## config.mk

```make
export PLATFORM = sky130hd
export DESIGN_NAME = sd_spi_rx_flat
export DESIGN_NICKNAME = d
export VERILOG_FILES = /design/src/rtl/sd_spi_pkg.sv /design/src/rtl/sd_spi_rx_if.sv /design/src/rtl/sd_crc16.sv /design/src/rtl/sd_spi_rx.sv /design/src/flat_wrapper.sv
export SDC_FILE = /design/constraint.sdc
export NUM_CORES = 1
export LEC_CHECK = 0
export ABC_AREA = 1
export CELL_PAD_IN_SITES_DETAIL_PLACEMENT = 1
export CELL_PAD_IN_SITES_GLOBAL_PLACEMENT = 2
export CORE_MARGIN = 1.5
export CORE_UTILIZATION = 32
export DETAILED_ROUTE_END_ITERATION = 8
export GPL_TIMING_DRIVEN = 0
export PLACE_DENSITY_LB_ADDON = 0.08
export SLEW_MARGIN = 20
export SYNTH_ARGS = -nofsm -noshare
export SYNTH_HDL_FRONTEND = slang
export SYNTH_HIERARCHICAL = 1
export SYNTH_SLANG_ARGS = --single-unit
export TNS_END_PERCENT = 10
```

## constraint.sdc

```tcl
create_clock -name clk -period 2.35 [get_ports clk]
set_input_delay 0.705 -clock clk [delete_from_list [all_inputs] [get_ports clk]]
set_output_delay 0.705 -clock clk [all_outputs]
set_load 0.005 [all_outputs]
```

## src/rtl/sd_spi_pkg.sv

```systemverilog
// sd_spi_pkg
//   Shared definitions for the SD-card SPI datapath: the MISO receiver, the MOSI byte
//   shifter and the SD command FSM all import this package.
//   Contents: transaction mode encodings, reply token constants, receiver FSM states,
//   CRC16-CCITT polynomial and a small error-token classifier.
package sd_spi_pkg;

    // Transaction modes selected by the command FSM when it raises en.
    typedef enum logic [1:0] {
        MODE_RAW   = 2'd0,
        MODE_R1    = 2'd1,
        MODE_BLOCK = 2'd2
    } sd_mode_e;

    localparam logic [7:0]  TOKEN_START    = 8'hFE;
    localparam logic [7:0]  IDLE_BYTE      = 8'hFF;
    localparam logic [2:0]  ERR_TOKEN_MASK = 3'b000;
    localparam logic [15:0] CRC16_POLY     = 16'h1021;

    // Receiver framing states.
    typedef enum logic [2:0] {
        ST_IDLE,
        ST_RAW,
        ST_HUNT,
        ST_DATA,
        ST_CRC,
        ST_DONE
    } rx_state_e;

    // A data error token is any byte whose top three bits are zero.
    function automatic logic is_error_token(input logic [7:0] b);
        return (b[7:5] == ERR_TOKEN_MASK);
    endfunction

endpackage

```

## src/rtl/sd_spi_rx_if.sv

```systemverilog
// sd_spi_rx_if
//   Bundle between the SD command FSM (master) and the MISO receiver (slave).
//   master drives: sclk_rise, en, mode, miso
//   slave drives : rx_data, rx_valid, busy, done, timeout, token_err, crc_ok
interface sd_spi_rx_if;
    import sd_spi_pkg::*;

    logic       sclk_rise;
    logic       en;
    sd_mode_e   mode;
    logic       miso;
    logic [7:0] rx_data;
    logic       rx_valid;
    logic       busy;
    logic       done;
    logic       timeout;
    logic       token_err;
    logic       crc_ok;

    modport master (
        output sclk_rise, en, mode, miso,
        input  rx_data, rx_valid, busy, done, timeout, token_err, crc_ok
    );

    modport slave (
        input  sclk_rise, en, mode, miso,
        output rx_data, rx_valid, busy, done, timeout, token_err, crc_ok
    );

endinterface

```

## src/rtl/sd_crc16.sv

```systemverilog
// sd_crc16
//   Bit-serial CRC16-CCITT (poly 0x1021, init 0), MSB-first data.
//   Ports: clk, rst (sync, active-high), clr (sync clear to 0, wins over bit_en),
//          bit_en (advance by one bit), bit_in (data bit), crc[15:0] (running remainder).
module sd_crc16
    import sd_spi_pkg::*;
(
    input  logic        clk,
    input  logic        rst,
    input  logic        clr,
    input  logic        bit_en,
    input  logic        bit_in,
    output logic [15:0] crc
);

    function automatic logic [15:0] crc_step(input logic [15:0] c, input logic b);
        logic fb;
        fb = c[15] ^ b;
        return {c[14:0], 1'b0} ^ (fb ? CRC16_POLY : 16'h0000);
    endfunction

    always_ff @(posedge clk) begin
        if (rst || clr) begin
            crc <= '0;
        end else if (bit_en) begin
            crc <= crc_step(crc, bit_in);
        end
    end

endmodule

```

## src/rtl/sd_spi_rx.sv

```systemverilog
// sd_spi_rx
//   SPI MISO receiver for the SD-card interface. Samples miso on SCLK rising-edge
//   strobes, assembles MSB-first bytes and frames replies as raw bytes, an R1
//   response hunt, or a data block (start token, BLOCK_LEN payload bytes, CRC16).
//   Ports:
//     clk, rst   system clock, synchronous active-high reset
//     bus        sd_spi_rx_if.slave: sclk_rise/en/mode/miso in;
//                rx_data/rx_valid/busy/done/timeout/token_err/crc_ok out
//   Build option: define SD_RX_CRC16_EN to check the block CRC16 against the
//   payload; otherwise CRC bytes are discarded and a completed block reports crc_ok=1.
module sd_spi_rx
    import sd_spi_pkg::*;
#(
    parameter int RESP_TIMEOUT  = 8,
    parameter int TOKEN_TIMEOUT = 2048,
    parameter int BLOCK_LEN     = 512
) (
    input  logic         clk,
    input  logic         rst,
    sd_spi_rx_if.slave   bus
);

    localparam int CNT_MAX = (TOKEN_TIMEOUT > BLOCK_LEN)
                             ? ((TOKEN_TIMEOUT > RESP_TIMEOUT) ? TOKEN_TIMEOUT : RESP_TIMEOUT)
                             : ((BLOCK_LEN > RESP_TIMEOUT) ? BLOCK_LEN : RESP_TIMEOUT);
    localparam int CNT_W   = $clog2(CNT_MAX + 1);

    rx_state_e        state, state_n;
    logic [1:0]       mode_r, mode_n;
    logic             en_prev;
    logic [6:0]       shift, shift_n;
    logic [2:0]       bit_cnt, bit_cnt_n;
    logic [CNT_W-1:0] byte_cnt, byte_cnt_n;
    logic [CNT_W-1:0] skip_cnt;
    logic [CNT_W-1:0] hunt_limit;
    logic [7:0]       byte_val;
    logic [7:0]       rx_data_r, rx_data_n;
    logic             rx_valid_r, rx_valid_n;
    logic             timeout_r, timeout_n;
    logic             token_err_r, token_err_n;
    logic             crc_ok_r, crc_ok_n;

`ifdef SD_RX_CRC16_EN
    logic             crc_clr;
    logic             crc_bit_en;
    logic [15:0]      crc_calc;
    logic [7:0]       crc_hi, crc_hi_n;

    sd_crc16 u_crc (
        .clk    (clk),
        .rst    (rst),
        .clr    (crc_clr),
        .bit_en (crc_bit_en),
        .bit_in (bus.miso),
        .crc    (crc_calc)
    );
`endif

    // The completed byte is the seven bits already shifted plus the bit on this strobe.
    assign byte_val   = {shift, bus.miso};
    assign skip_cnt   = byte_cnt + CNT_W'(1);
    assign hunt_limit = (mode_r == MODE_R1) ? CNT_W'(RESP_TIMEOUT) : CNT_W'(TOKEN_TIMEOUT);

    always_comb begin
        state_n     = state;
        mode_n      = mode_r;
        shift_n     = shift;
        bit_cnt_n   = bit_cnt;
        byte_cnt_n  = byte_cnt;
        rx_data_n   = rx_data_r;
        rx_valid_n  = 1'b0;
        timeout_n   = timeout_r;
        token_err_n = token_err_r;
        crc_ok_n    = crc_ok_r;
`ifdef SD_RX_CRC16_EN
        crc_clr     = 1'b0;
        crc_bit_en  = 1'b0;
        crc_hi_n    = crc_hi;
`endif

        if (!bus.en) begin
            // Dropping en wins over any strobe this cycle: the partial byte is lost.
            state_n     = ST_IDLE;
            bit_cnt_n   = 3'd7;
            byte_cnt_n  = '0;
            timeout_n   = 1'b0;
            token_err_n = 1'b0;
            crc_ok_n    = 1'b0;
`ifdef SD_RX_CRC16_EN
            crc_clr     = 1'b1;
`endif
        end else begin
            case (state)
                ST_IDLE: begin
                    if (!en_prev) begin
                        mode_n     = bus.mode;
                        bit_cnt_n  = 3'd7;
                        byte_cnt_n = '0;
                        state_n    = ((bus.mode == MODE_R1) || (bus.mode == MODE_BLOCK))
                                     ? ST_HUNT : ST_RAW;
                    end
                end

                ST_DONE: begin
                    // Hold flags, ignore strobes until en falls.
                end

                default: begin
                    if (bus.sclk_rise) begin
                        shift_n   = byte_val[6:0];
                        bit_cnt_n = bit_cnt - 3'd1;
`ifdef SD_RX_CRC16_EN
                        crc_bit_en = (state == ST_DATA);
`endif
                        if (bit_cnt == 3'd0) begin
                            bit_cnt_n = 3'd7;
                            case (state)
                                ST_RAW: begin
                                    rx_valid_n = 1'b1;
                                    rx_data_n  = byte_val;
                                end

                                ST_HUNT: begin
                                    if ((mode_r == MODE_R1) && !byte_val[7]) begin
                                        rx_valid_n = 1'b1;
                                        rx_data_n  = byte_val;
                                        state_n    = ST_DONE;
                                    end else if ((mode_r != MODE_R1) && (byte_val == TOKEN_START)) begin
                                        byte_cnt_n = '0;
                                        state_n    = ST_DATA;
`ifdef SD_RX_CRC16_EN
                                        crc_clr    = 1'b1;
`endif
                                    end else if ((mode_r != MODE_R1) && is_error_token(byte_val)) begin
                                        rx_valid_n  = 1'b1;
                                        rx_data_n   = byte_val;
                                        token_err_n = 1'b1;
                                        state_n     = ST_DONE;
                                    end else begin
                                        // IDLE_BYTE and any other non-reply byte consume budget.
                                        byte_cnt_n = skip_cnt;
                                        if (skip_cnt == hunt_limit) begin
                                            timeout_n = 1'b1;
                                            state_n   = ST_DONE;
                                        end
                                    end
                                end

                                ST_DATA: begin
                                    rx_valid_n = 1'b1;
                                    rx_data_n  = byte_val;
                                    if (byte_cnt == CNT_W'(BLOCK_LEN - 1)) begin
                                        byte_cnt_n = '0;
                                        state_n    = ST_CRC;
                                    end else begin
                                        byte_cnt_n = byte_cnt + CNT_W'(1);
                                    end
                                end

                                ST_CRC: begin
                                    if (byte_cnt == '0) begin
                                        byte_cnt_n = CNT_W'(1);
`ifdef SD_RX_CRC16_EN
                                        crc_hi_n   = byte_val;
`endif
                                    end else begin
                                        state_n  = ST_DONE;
`ifdef SD_RX_CRC16_EN
                                        crc_ok_n = (crc_calc == {crc_hi, byte_val});
`else
                                        crc_ok_n = 1'b1;
`endif
                                    end
                                end

                                default: begin
                                end
                            endcase
                        end
                    end
                end
            endcase
        end
    end

    always_ff @(posedge clk) begin
        if (rst) begin
            state       <= ST_IDLE;
            mode_r      <= MODE_RAW;
            en_prev     <= 1'b0;
            bit_cnt     <= 3'd7;
            byte_cnt    <= '0;
            rx_data_r   <= '0;
            rx_valid_r  <= 1'b0;
            timeout_r   <= 1'b0;
            token_err_r <= 1'b0;
            crc_ok_r    <= 1'b0;
        end else begin
            state       <= state_n;
            mode_r      <= mode_n;
            en_prev     <= bus.en;
            bit_cnt     <= bit_cnt_n;
            byte_cnt    <= byte_cnt_n;
            rx_data_r   <= rx_data_n;
            rx_valid_r  <= rx_valid_n;
            timeout_r   <= timeout_n;
            token_err_r <= token_err_n;
            crc_ok_r    <= crc_ok_n;
        end
    end

    // Shift register is pure data; the bit counter alone decides when it is meaningful.
    always_ff @(posedge clk) begin
        shift <= shift_n;
`ifdef SD_RX_CRC16_EN
        crc_hi <= crc_hi_n;
`endif
    end

    assign bus.rx_data   = rx_data_r;
    assign bus.rx_valid  = rx_valid_r;
    assign bus.busy      = (state == ST_HUNT) || (state == ST_DATA) || (state == ST_CRC);
    assign bus.done      = (state == ST_DONE);
    assign bus.timeout   = timeout_r;
    assign bus.token_err = token_err_r;
    assign bus.crc_ok    = crc_ok_r;

endmodule

```

## src/flat_wrapper.sv

```systemverilog
// flat-port wrapper written by rule: the top's interface ports become plain ports
module sd_spi_rx_flat import sd_spi_pkg::*;
#(
    parameter int RESP_TIMEOUT  = 8,
    parameter int TOKEN_TIMEOUT = 2048,
    parameter int BLOCK_LEN     = 512
)
  (clk, rst, bus_sclk_rise, bus_en, bus_mode, bus_miso, bus_rx_data, bus_rx_valid, bus_busy, bus_done, bus_timeout, bus_token_err, bus_crc_ok);
  sd_spi_rx_if bus_i ();
  input  logic clk;
  input  logic rst;
  input wire logic [$bits(bus_i.sclk_rise)-1:0] bus_sclk_rise;
  input wire logic [$bits(bus_i.en)-1:0] bus_en;
  input wire logic [$bits(bus_i.mode)-1:0] bus_mode;
  input wire logic [$bits(bus_i.miso)-1:0] bus_miso;
  output wire logic [$bits(bus_i.rx_data)-1:0] bus_rx_data;
  output wire logic [$bits(bus_i.rx_valid)-1:0] bus_rx_valid;
  output wire logic [$bits(bus_i.busy)-1:0] bus_busy;
  output wire logic [$bits(bus_i.done)-1:0] bus_done;
  output wire logic [$bits(bus_i.timeout)-1:0] bus_timeout;
  output wire logic [$bits(bus_i.token_err)-1:0] bus_token_err;
  output wire logic [$bits(bus_i.crc_ok)-1:0] bus_crc_ok;
  assign bus_i.sclk_rise = bus_sclk_rise;
  assign bus_i.en = bus_en;
  assign bus_i.mode = bus_mode;
  assign bus_i.miso = bus_miso;
  assign bus_rx_data = bus_i.rx_data;
  assign bus_rx_valid = bus_i.rx_valid;
  assign bus_busy = bus_i.busy;
  assign bus_done = bus_i.done;
  assign bus_timeout = bus_i.timeout;
  assign bus_token_err = bus_i.token_err;
  assign bus_crc_ok = bus_i.crc_ok;
  sd_spi_rx #(.RESP_TIMEOUT(RESP_TIMEOUT), .TOKEN_TIMEOUT(TOKEN_TIMEOUT), .BLOCK_LEN(BLOCK_LEN)) u_core (.clk(clk), .rst(rst), .bus(bus_i));
endmodule
```

==> impl_metrics.toml <==
[sta]
relSlewSlack = 0.631
timing.hold.ws_ns = 0.467
fin_skew_ns = 0.00526
post-route-period-util = 1.00
period_minus_slack_ns = 2.35
tns_ns = -0.00339
setup_viol = 1
rsz0062_at_grt = "yes"
fmax_mhz = 425
setup_ws_ns = -0.00339
finalMaxSlewViolations = 0
hold_violations = 0
worst_pin_slew_ns = 0.551

[layout]
finish.net_count = 355
area_growth_pct = 19.5
multiInputGateArea_um2 = 1190
final_cell_mix = "nand2_1, nor2_1, inv_1"
num-fill-cells = 857
regArea_um2 = 877
layout_commonest_cell = "nand2_1"
fin_cells = 425
layout-drive-gt1-share = 0.139
final_core_util = 0.395
diodes = 0

[logic_synthesis]
yosys_warnings = 6
ys_top_cells_by_area = "dfxtp_1, nand2_1, edfxtp_1"
synth_cells = 317
syn_area_per_cell_um2 = 7.05
yosys.area.top_type = "dfxtp_1"
ys_ff_latch = 40
synth_area_um2 = 2230
synthDistinctLibCells = 33
synth.net_count = 328
synth_top_area_frac = 0.296
synth-seq-area-share = 0.390

[worst_setup_path]
cp.arrival_ns = 1.65
crit_top_cell = "nor2_4"
start_kind = "flip-flop"
required_ns = 1.64
max_stage_delay_ns = 0.50
startpoint = "u_core/state[1]$_SDFFE_PP0P_"
crit_path_top_delay_cell = "clkdlybuf4s50_1"
r2r-start = "u_core/byte_cnt[0]$_SDFFE_PP0P_"
crit_path_end_kind = "output port"
critPathKind = "reg -> out"
path_max_fanout = 4
cp_num_buf_inv = 3
path_delay_family = "buffers and inverters"
cp_cell_sequence = "nor2_4 > inv_2 > nor2_4 > inv_1 > nand2_1 > clkdlybuf4s50_1"

[global_routing]
grt_max_degree = 15
gr-total-overflow = 0
grt_pass1_vias = 2082
track_usage = 0.177
grt_pass1_wl_mm = 10.3
antenna_found_initial = 0

[clock_tree]
clock_sinks = 40
cts_buffers = 5
clkTransAtPathRegs_ns = 0.09
hold_buffers = 0
clock_latency_ns = 0.30
htreeDepth = 2
postCtsSetupRepairBufs = 0
cts_tree = "yes"
root_buffer = "clkbuf_8"
clockBufferDepth = 2

[placement]
gp_congestion = 0.785
io_buffer_count = 20
place_inst = 417
dp_hpwl_mm = 4.76
place_ws_ns = -0.416

[route]
via_per_inst = 4.96
wl_met1_mm = 3.21
wl_met3_um = 121
vias = 2109
wire_per_inst_um = 14.4
route.detailed.drc = 0
top_layer_used = "met4"
first_pass_iters = 4
wirelength_mm = 6.14
wl_met2_mm = 2.72
drtIter0Drc = 86
ant_nets = 0

[min_path]
min_from = "u_core/bus.rx_data[3]$_SDFFE_PP0P_"
hold_path.class = "reg -> reg"

[die]
die_area_um2 = 7490
num_rows = 30
core_region_area_um2 = 6760
start_util = 0.331
die_x_um = 86.5
io_pins = 21
die_y_um = 86.5

[outcome]
status = "complete, but fails checks"
violations = "setup timing"

[pwr]
ir_worst_vdd_uv = 310
power_density_nw_per_um2 = 861
p_leak_uw = 0.00102

[flow_run]
maxCapViolations = 0
[through the flow]
stage	power (uW)	area (um^2)
floorplan	1480	2230
global placement	1710	2530
detailed placement	1710	2530
CTS	2320	2650
global route	2460	2670
finish	2300	2670
[cells in the mapped netlist, drive strengths merged]
cell type   n
edfxtp      7
nand2      81
inv        36
ha          4
dfxtp      33
o21ai      17
or2         2
xnor2       1
o211ai      2
and3        1
clkbuf      1
a211oi      3
nor3        5
a21oi      24
nand3      28
nor4        1
nor2       50
clkinv      1
buf         6
nand4      13
o21a        1
[registers in the layout (all words and copies together), names as in the netlist]
signal / cells
u_core/byte_cnt: 12
u_core/bus.rx_data: 8
u_core/shift: 7
u_core/bit_cnt: 3
u_core/state: 3
u_core/mode_r: 2
u_core/bus.crc_ok: 1
u_core/bus.rx_valid: 1
u_core/bus.timeout: 1
u_core/bus.token_err: 1
u_core/en_prev: 1
[path summary, 6_finish.rpt]
check / endpoint / slack, ns / cells after the start
worst max-delay path: bus_busy / -0.003 / 6
worst min-delay path: u_core/bus.rx_data[3]$_SDFFE_PP0P_ / 0.47 / 2
worst max register to register: u_core/state[1]$_SDFFE_PP0P_ / 0.25 / 12
worst min register to register: u_core/bus.rx_data[3]$_SDFFE_PP0P_ / 0.47 / 2
[cell families after synthesis]
logic type | Yosys count | share of synthesized area
flops | 40 | 0.390
simple gates | 181 | 0.368
compound gates | 47 | 0.132
fa+ha+maj | 4 | 0.0224
buf+inv | 44 | 0.0840
xor+xnor | 1 | 0.00392
[where the power goes]
part	internal [uW]	switching, uW
sequential	788	84.1
combinational	277	560
clock	320	269
total	1390	913
[layer usage]
layer	up-vias	global-route usage
li1	1094	-
met1	983	0.251
met2	24	0.275
met3	8	0.0238
met4	0	0.0616
met5	-	0
[worst reg2reg max path, delay by kind of cell, from the launching register on]
kind          cells  cell delay [ns]
flops             1             0.42
simple gates     11             1.32
fa+ha+maj         1             0.25
[layout make-up]
class | count | share of cell area
buffer | 7 | 0.0183
clock buffer | 5 | 0.0258
clock inverter | 3 | 0.0173
inverter | 37 | 0.0525
multi-input combinational | 233 | 0.445
sequential | 40 | 0.329
tap | 80 | 0.0375
timing repair buffer | 20 | 0.0750
[what timing repair did]
item | CTS | global route
endpoints found under the hold margin | 0 | 0
pin swaps | 0 | 1
gates cloned | 0 | 0
gates resized for setup | 3 | 6
setup endpoints to repair | 10 | 10
(Power assumes the default switching activity.)
